**src/rtl/spi_pkg.sv**
```systemverilog
// Shared types for the SPI target byte engine: mode encoding, FSM states and named mode constants.
package spi_pkg;

    typedef struct packed {
        logic cpol;
        logic cpha;
    } spi_mode_t;

    typedef enum logic {
        IDLE   = 1'b0,
        ACTIVE = 1'b1
    } spi_state_e;

    localparam spi_mode_t MODE0 = '{cpol: 1'b0, cpha: 1'b0};
    localparam spi_mode_t MODE1 = '{cpol: 1'b0, cpha: 1'b1};
    localparam spi_mode_t MODE2 = '{cpol: 1'b1, cpha: 1'b0};
    localparam spi_mode_t MODE3 = '{cpol: 1'b1, cpha: 1'b1};

endpackage

```
**src/rtl/spi_byte_engine_edge_detect.sv**
```systemverilog
// Single-bit edge detector on an already-synchronized input; the previous value resets low.
module edge_detect (
    input  logic rst,
    input  logic clk,
    input  logic ena,
    input  logic d,
    output logic rise,
    output logic fall
);

    logic d_prev;

    always_ff @(posedge clk or posedge rst) begin
        if (rst) begin
            d_prev <= 1'b0;
        end else if (ena) begin
            d_prev <= d;
        end
    end

    assign rise = ~d_prev & d;
    assign fall = d_prev & ~d;

endmodule

```
**src/rtl/spi_byte_engine.sv**
```systemverilog
// SPI target serial engine: deserializes MOSI into words, serializes tx words onto MISO, modes 0-3, MSB first.
module spi_byte_engine
    import spi_pkg::*;
#(
    parameter int DATA_W = 8,
    parameter int CNT_W  = 8
) (
    input  logic              clk,
    input  logic              rst,
    input  logic              ena,
    input  logic [1:0]        mode,
    input  logic              spi_cs_n,
    input  logic              spi_clk,
    input  logic              spi_mosi,
    output logic              spi_miso,
    input  logic [DATA_W-1:0] tx_data,
    output logic              tx_load,
    output logic [DATA_W-1:0] rx_data,
    output logic              rx_valid,
    output logic [CNT_W-1:0]  word_cnt,
    output logic              frame_start,
    output logic              frame_end,
    output logic              frame_abort
);

    localparam int BIT_W = (DATA_W > 1) ? $clog2(DATA_W) : 1;

    spi_state_e        state_q, state_d;
    spi_mode_t         mode_q;
    logic [BIT_W-1:0]  bit_cnt;
    logic [DATA_W-1:0] rx_sr;
    logic [DATA_W-1:0] tx_sr;

    logic cs_rise, cs_fall;
    logic sclk_rise, sclk_fall;
    logic sclk_edge, leading, sample_edge, shift_edge;

    edge_detect u_cs_edge (
        .rst  (rst),
        .clk  (clk),
        .ena  (ena),
        .d    (spi_cs_n),
        .rise (cs_rise),
        .fall (cs_fall)
    );

    edge_detect u_sclk_edge (
        .rst  (rst),
        .clk  (clk),
        .ena  (ena),
        .d    (spi_clk),
        .rise (sclk_rise),
        .fall (sclk_fall)
    );

    // Leading edge moves SCLK away from its idle level; cpha selects which edge samples.
    assign sclk_edge   = sclk_rise | sclk_fall;
    assign leading     = spi_clk ^ mode_q.cpol;
    assign sample_edge = sclk_edge & (leading ^ mode_q.cpha);
    assign shift_edge  = sclk_edge & ~(leading ^ mode_q.cpha);

    always_ff @(posedge clk or posedge rst) begin
        if (rst) begin
            state_q <= IDLE;
        end else if (ena) begin
            state_q <= state_d;
        end
    end

    always_comb begin
        state_d = state_q;
        case (state_q)
            IDLE:    if (cs_fall) state_d = ACTIVE;
            ACTIVE:  if (cs_rise) state_d = IDLE;
            default: state_d = IDLE;
        endcase
    end

    // CS events take priority over any SCLK edge seen in the same cycle.
    always_ff @(posedge clk or posedge rst) begin
        if (rst) begin
            mode_q      <= MODE0;
            bit_cnt     <= '0;
            rx_sr       <= '0;
            tx_sr       <= '0;
            rx_data     <= '0;
            rx_valid    <= 1'b0;
            word_cnt    <= '0;
            tx_load     <= 1'b0;
            frame_start <= 1'b0;
            frame_end   <= 1'b0;
            frame_abort <= 1'b0;
        end else begin
            rx_valid    <= 1'b0;
            tx_load     <= 1'b0;
            frame_start <= 1'b0;
            frame_end   <= 1'b0;
            frame_abort <= 1'b0;
            if (ena) begin
                if (state_q == IDLE && cs_fall) begin
                    mode_q      <= spi_mode_t'(mode);
                    bit_cnt     <= '0;
                    rx_sr       <= '0;
                    word_cnt    <= '0;
                    frame_start <= 1'b1;
                    if (!mode[0]) begin
                        tx_sr   <= tx_data;
                        tx_load <= 1'b1;
                    end
                end else if (state_q == ACTIVE && cs_rise) begin
                    frame_end   <= 1'b1;
                    frame_abort <= (bit_cnt != '0);
                    bit_cnt     <= '0;
                    rx_sr       <= '0;
                end else if (state_q == ACTIVE) begin
                    if (sample_edge) begin
                        rx_sr <= {rx_sr[DATA_W-2:0], spi_mosi};
                        if (bit_cnt == BIT_W'(DATA_W - 1)) begin
                            rx_data  <= {rx_sr[DATA_W-2:0], spi_mosi};
                            rx_valid <= 1'b1;
                            word_cnt <= word_cnt + CNT_W'(1);
                            bit_cnt  <= '0;
                        end else begin
                            bit_cnt <= bit_cnt + BIT_W'(1);
                        end
                    end
                    if (shift_edge) begin
                        if (bit_cnt == '0) begin
                            tx_sr   <= tx_data;
                            tx_load <= 1'b1;
                        end else begin
                            tx_sr <= {tx_sr[DATA_W-2:0], 1'b0};
                        end
                    end
                end
            end
        end
    end

    assign spi_miso = (state_q == ACTIVE) & tx_sr[DATA_W-1];

endmodule

```
**config.mk**
```make
export PLATFORM = sky130hd
export DESIGN_NAME = spi_byte_engine
export DESIGN_NICKNAME = d
export VERILOG_FILES = /design/src/rtl/spi_pkg.sv /design/src/rtl/spi_byte_engine_edge_detect.sv /design/src/rtl/spi_byte_engine.sv
export SDC_FILE = /design/constraint.sdc
export NUM_CORES = 1
export LEC_CHECK = 0
export ABC_AREA = 1
export BUFFER_PORTS_ARGS = -buffer_cell sky130_fd_sc_hd__clkbuf_2
export CAP_MARGIN = 30
export CORE_MARGIN = 4
export CORE_UTILIZATION = 60
export CTS_CLUSTER_SIZE = 40
export DETAILED_ROUTE_END_ITERATION = 12
export GPL_TIMING_DRIVEN = 1
export PLACE_DENSITY = 0.84
export SYNTH_ARGS = -nofsm -noshare
export SYNTH_HDL_FRONTEND = slang
export SYNTH_SLANG_ARGS = --single-unit
```
**constraint.sdc**
```tcl
create_clock -name clk -period 2.11 [get_ports clk]
set_input_delay 0.3165 -clock clk [delete_from_list [all_inputs] [get_ports clk]]
set_output_delay 0.3165 -clock clk [all_outputs]
set_load 0.01 [all_outputs]
```
==> results.ini, run 1 <==
[run_status]
status = finished, final reports clean

[layout]
final_common_cell = nand2_1
syn2layout_area_growth_pct = 13.12
diodes = 0
drive_above_1_share = 0.2516
fin_nets = 342
most-common-layout-cells = nand2_1 (104), dfrtp_1 (44), clkbuf_2 (37)

[timing]
slew_violations = 0
finClkSkew_ns = 0.004958
layout_min_cycle_time_ns = 1.685
finalSetupViolations = 0
hold_violations = 0
finalCritPeriodShare = 0.7986
worst_pin_slew_ns = 0.5358
relSlewSlack = 0.6428
max_freq_ghz = 0.5934
rsz0062_at_grt = no
finalSetupTns_ns = 0

[clock_network]
clockBufferDepth = 2
clk_latency_ns = 0.29
cts_resized = 0
postCtsHoldBufs = 0
clk_pin_slew_worst_paths_ns = 0.07
htreeDepth = 2
cts_setup_buffers = 0
clock-root-buffer = clkbuf_8
cts_tree = yes
cts-buffers-inserted = 5
cts_sinks = 44

[routing]
via_per_inst = 4.954
drc = 0
drt_iter0_drc = 176
post_drt_wl_per_cell_um = 11.43
totalWireLength_um = 4228
dr_total_vias = 1833
antenna_left = 0
first_pass_iters = 5

[die]
io_pins = 38
rows = 22
dieArea_sq_um = 4885
die_x_um = 69.90
core_area_sq_um = 3689
initial_core_util = 0.6231
die_h_um = 69.90

[worst_setup_path]
crit_top_cell = nand2_2
worstPathArrival_ns = 1.86
crit_path_end_kind = flop
r2r_slack_ns = 0.42
start_kind = flop
crit_cells = 8
slowest_delay_ns = 0.48
required_ns = 2.29
cp_cell_sequence = inv_2 -> nand2_2 -> nand2_2 -> nand2_2 -> nor2_2 -> nand2_2 -> nand2_1 -> o21ai_2
path_delay_family = simple AND/OR/NAND/NOR gates
cp_max_fo = 12
r2r_cells = 8
cp_slowest_cell = dfrtp_1
path_class = reg2reg
crit_buf_inv = 1

[global_routing]
overflow = 0
grt_max_degree = 45
grt.total_usage = 0.1960
grt_pass1_vias = 1769
grt_pass1_wl_um = 7748
antenna_found_initial = 0

[logic_synthesis]
avgSynthCellArea_sq_um = 8.209
synth_nets = 300
ys_seq_area_frac = 0.4790
ys_ff_latch = 44
synthCells = 280
yosys_warnings = 0
syn_area_sq_um = 2298
synth_cell_types = 26

[worst_hold_path]
hp-class = in2async

[pwr]
ir_drop_mv = 0.5989
leakage_nw = 1.484
power.total_mw = 2.347
power_density_nw_per_um2 = 902.8

[place]
place_congestion = 0.8513
dpl.hpwl_um = 3184
port-buffer-count = 37

[run]
drv_cap = 0

## flip-flops by register name (all words and copies together) (netlist names)
| name | flops |
|---|---|
| rx_sr | 7 |
| tx_load | 1 |
| mode_q | 2 |
| frame_end | 1 |
| bit_cnt | 3 |
| u_cs_edge.d_prev | 1 |
| frame_abort | 1 |
| state_q | 1 |
| frame_start | 1 |
| rx_data | 8 |
| rx_valid | 1 |
| word_cnt | 8 |
| u_sclk_edge.d_prev | 1 |
| tx_sr | 8 |
## logic make-up (layout without fill, tap and decap cells)
logic type      count (synthesis)  count (layout)  synth area share
simple gates                  173             173            0.3527
xor+xnor                        2               2          0.007623
buf+inv                        37              79           0.07131
fa+ha+maj                       4               4           0.02178
compound gates                 20              20           0.06750
flops                          44              44            0.4790
## final timing paths
kind / startpoint / to
max in group asynchronous: rst / rx_data[0]$_DFFE_PP0P_
min in group clk: mode[1] / mode_q[1]$_DFFE_PP0P_
worst min register to register: rx_sr[0]$_DFFE_PP0P_ / rx_sr[0]$_DFFE_PP0P_
worst max register to register: state_q$_DFFE_PP0P_ / word_cnt[6]$_DFFE_PP0P_
worst max-delay path: state_q$_DFFE_PP0P_ / word_cnt[6]$_DFFE_PP0P_
worst min-delay path: rst / tx_sr[3]$_DFFE_PP0P_
## area by class of cell
type,instances,area (sq um)
clock buffers,6,72.57
clock inverters,1,5.005
fillers,306,1089
inverters,32,120.1
multi-input cells,199,1033
flip-flops and latches,44,1101
well taps,48,60.06
repair buffers,40,207.7
## worst min-delay path, cell delays in order
cell      delay (ns)
clkbuf_2        0.08
inv_1           0.04
buf_4           0.44
## cell usage after synthesis
cell type,n,area share
nor2_8,1,0.0087
nand4_1,1,0.0027
nor2_4,1,0.0049
o21a_1,1,0.0033
inv_1,29,0.047
nor3_4,1,0.0071
nand3b_4,1,0.0087
xor2_1,2,0.0076
o21ai_2,14,0.053
nand2_1,104,0.17
buf_6,3,0.015
nor3_1,1,0.0022
o21ai_0,5,0.011
buf_2,2,0.0044
dfrtp_1,44,0.48
nor3b_1,1,0.0033
nand2_2,8,0.022
nor2_2,2,0.0054
ha_1,4,0.022
nand3_1,28,0.061
nand2_4,2,0.0098
nor2_1,18,0.029
or2_2,1,0.0027
nand2_8,1,0.0087
inv_2,3,0.0049
nand3b_1,2,0.0065
## power by group
group,switching (mW),leakage (nW),internal (mW)
Sequential,0.107,0.590,1.02
Clock,0.252,0.0410,0.225
Combinational,0.477,0.853,0.265
## per-layer routing
layer / wire length, um / up-vias / share of wire / GRT usage
li1: - / 957 / - / -
met1: 1919 / 836 / 0.45 / 0.2622
met2: 2045 / 35 / 0.48 / 0.3137
met3: 205 / 5 / 0.048 / 0.04892
met4: 58 / 0 / 0.014 / 0.06170
met5: 0 / - / 0 / 0
## metrics by stage
stage                     utilization  worst slack, ns  area (sq um)  instances  hold WS, ns
after detailed placement       0.6839           0.4328          2522        363       0.4582
after floorplan                     -           0.6649          2298        280       0.4238
final                          0.7049           0.4249          2600        370       0.1334
after global routing           0.7049           0.2864          2600        370       0.1795
after global placement         0.6839           0.4843          2522        363       0.4531
after CTS                      0.7049           0.4250          2600        370       0.1474
(Power assumes the default switching activity.)
==> run 2: changes to the inputs <==
--- a/config.mk
+++ b/config.mk
@@ -9,11 +9,11 @@
 export BUFFER_PORTS_ARGS = -buffer_cell sky130_fd_sc_hd__clkbuf_2
 export CAP_MARGIN = 30
 export CORE_MARGIN = 4
-export CORE_UTILIZATION = 60
+export CORE_UTILIZATION = 50
 export CTS_CLUSTER_SIZE = 40
 export DETAILED_ROUTE_END_ITERATION = 12
 export GPL_TIMING_DRIVEN = 1
-export PLACE_DENSITY = 0.84
+export PLACE_DENSITY = 0.75
 export SYNTH_ARGS = -nofsm -noshare
 export SYNTH_HDL_FRONTEND = slang
 export SYNTH_SLANG_ARGS = --single-unit
==> constraint.sdc (replaced) <==
create_clock -name clk -period 1.5 [get_ports clk]
set_input_delay 0.225 -clock clk [delete_from_list [all_inputs] [get_ports clk]]
set_output_delay 0.225 -clock clk [all_outputs]
set_load 0.01 [all_outputs]
==> run 2 against run 1 <==
Maximum frequency is 17% higher. Global-route usage is 1.4 points lower. Largest power group unchanged. Final cell count is 5.7% higher. Worst setup slack worse by 0.36 ns.
==> results.ini, run 2 (synthesis gave the netlist of run 1 again) <==
[clock_network]
cts_sinks = 44  ; unchanged
clk_latency_ns = 0.30  ; was 0.29 ns
cts-buffers-inserted = 5  ; unchanged
cts_tree = yes  ; unchanged
clock-root-buffer = clkbuf_8  ; unchanged
htreeDepth = 2  ; unchanged
clk_pin_slew_worst_paths_ns = 0.09  ; was 0.07 ns
clockBufferDepth = 2  ; unchanged

[pwr]
ir_drop_mv = 0.8285  ; was 0.5989 mV
leakage_nw = 1.597  ; was 1.484 nW
power.switching_mw = 1.348  ; was 0.8363 mW
power_density_nw_per_um2 = 1321  ; was 902.8 nW/um^2
power_frac_clock = 0.248  ; was 0.203
p_int_mw = 2.437  ; was 1.511 mW
swShare = 0.3562  ; was 0.3563
p_seq_frac = 0.421  ; was 0.480
comb_power_share = 0.331  ; was 0.316

[routing]
drt_iter0_drc = 125  ; was 176
first_pass_iters = 4  ; was 5
post_drt_wl_per_cell_um = 12.42  ; was 11.43 um
totalWireLength_um = 4857  ; was 4228 um
drc = 0  ; unchanged
via_per_inst = 4.921  ; was 4.954
antenna_left = 0  ; unchanged
dr_total_vias = 1924  ; was 1,833

[worst_setup_path]
cp_max_fo = 12  ; unchanged
start_kind = flop  ; unchanged
crit_path_end_kind = flop  ; unchanged
worstPathArrival_ns = 1.63  ; was 1.86 ns
required_ns = 1.69  ; was 2.29 ns
path_class = reg2reg  ; unchanged

[timing]
finalCritPeriodShare = 0.9577  ; was 0.7986
relSlewSlack = 0.8246  ; was 0.6428
finClkSkew_ns = 0.01042  ; was 0.004958 ns
holdWs_ns = 0.1529  ; was 0.1334 ns
slew_violations = 0  ; unchanged
layout_min_cycle_time_ns = 1.437  ; was 1.685 ns
rsz0062_at_grt = yes  ; was no
worst_pin_slew_ns = 0.2622  ; was 0.5358 ns
hold_violations = 0  ; unchanged
max_freq_ghz = 0.6961  ; was 0.5934 GHz
finalSetupViolations = 0  ; unchanged

[run]
drv_cap = 0  ; unchanged

[die]
rows = 24  ; was 22
io_pins = 38  ; unchanged
dieArea_sq_um = 5746  ; was 4885 sq um
die_h_um = 75.80  ; was 69.90 um
core_area_sq_um = 4414  ; was 3689 sq um
die_x_um = 75.80  ; was 69.90 um
initial_core_util = 0.5207  ; was 0.6231

[worst_hold_path]
hp-class = in2reg  ; was in2async

[global_routing]
grt.total_usage = 0.1821  ; was 0.1960
grt_pass1_wl_um = 8066  ; was 7748 um
antenna_found_initial = 0  ; unchanged
overflow = 0  ; unchanged
grt_max_degree = 45  ; unchanged
grt_pass1_vias = 1729  ; was 1,769

[layout]
drive_above_1_share = 0.3097  ; was 0.2516
most-common-layout-cells = nand2_1 (100), dfrtp_1 (44), clkbuf_2 (37)  ; was nand2_1 (104), dfrtp_1 (44), clkbuf_2 (37)
nFillCells = 369  ; was 306
diodes = 0  ; unchanged
top_regs = rx_data (8), tx_sr (8), word_cnt (8)  ; unchanged
syn2layout_area_growth_pct = 24.71  ; was 13.12%
final_common_cell = nand2_1  ; unchanged
final_util = 0.6494  ; was 0.7049
fin_nets = 358  ; was 342

[place]
place_congestion = 0.7743  ; was 0.8513
port-buffer-count = 37  ; unchanged
dpl.hpwl_um = 3446  ; was 3184 um

[run_status]
status = finished, final reports clean  ; unchanged

[run 2: worst paths after layout]
check	start	to	cells past startpoint	slack, ns
worst max-delay path	bit_cnt[1]$_DFFE_PP0P_	rx_data[6]$_DFFE_PP0P_	8	0.06
worst min-delay path	mode[1]	mode_q[1]$_DFFE_PP0P_	3	0.15
worst max register to register	bit_cnt[1]$_DFFE_PP0P_	rx_data[6]$_DFFE_PP0P_	8	0.06
worst min register to register	tx_sr[7]$_DFFE_PP0P_	tx_sr[7]$_DFFE_PP0P_	2	0.48
max in group asynchronous	rst	frame_abort$_DFF_PP0_	4	0.77
min in group asynchronous	rst	rx_data[1]$_DFFE_PP0P_	4	0.52
[run 2: cell type report]
| class | count | area [sq um] | share of cell area |
|---|---|---|---|
| multi-input cells | 200 | 1095 | 0.3819 |
| inverters | 32 | 125.1 | 0.04365 |
| clock buffers | 5 | 68.82 | 0.02401 |
| well taps | 52 | 65.06 | 0.02270 |
| repair buffers | 55 | 364.1 | 0.1270 |
| flip-flops and latches | 44 | 1101 | 0.3841 |
| clock inverters | 3 | 47.55 | 0.01659 |
[run 2: power by group through the flow]
| stage | logic (mW) | clock network, mW | registers (mW) |
|---|---|---|---|
| 4_1_cts | 1.14 | 0.952 | 1.57 |
| 3_3_place_gp | 1.10 | 0 | 1.59 |
| 3_5_place_dp | 1.13 | 0 | 1.60 |
| 2_1_floorplan | 0.827 | 0 | 1.58 |
| 6_report | 1.25 | 0.939 | 1.59 |
| 5_1_grt | 1.45 | 1.00 | 1.63 |
[run 2: stage by stage]
stage | std cells | cell area, sq um | setup WS (ns) | setup TNS [ns] | total power [mW]
final | 391 | 2867 | 0.06341 | 0 | 3.786
after CTS | 387 | 2766 | 0.03030 | 0 | 3.668
after global placement | 378 | 2635 | 0.009670 | 0 | 2.689
after floorplan | 280 | 2298 | 0.05494 | 0 | 2.407
after detailed placement | 378 | 2635 | -0.05861 | -0.4045 | 2.723
after global routing | 391 | 2867 | -0.005706 | -0.01052 | 4.081
[run 2: metal layers]
| layer | share of wire | track usage | vias to the layer above |
|---|---|---|---|
| met5 | 0 | 0 | - |
| met4 | 0.0070 | 0.04660 | 0 |
| met3 | 0.031 | 0.03166 | 6 |
| met2 | 0.50 | 0.2918 | 32 |
| met1 | 0.46 | 0.2552 | 901 |
| li1 | - | - | 985 |
[run 2: what timing repair did]
action | 4_1_cts | 5_1_grt
resized for setup | 1 | 15
cloned | 0 | 1
hold buffers | 1 | 0
buffers inserted | 0 | 3
pin swaps | 1 | 5
endpoints found under the hold margin | 44 | 0
setup endpoints to repair | 14 | 25
[run 2: critical path, cell delays in order, from the launching register on]
cell	delay, ns
dfrtp_1	0.41
ha_4	0.16
ha_4	0.13
inv_2	0.05
nor3_4	0.18
nand3b_4	0.12
buf_12	0.17
nand2_1	0.07
o21ai_2	0.05
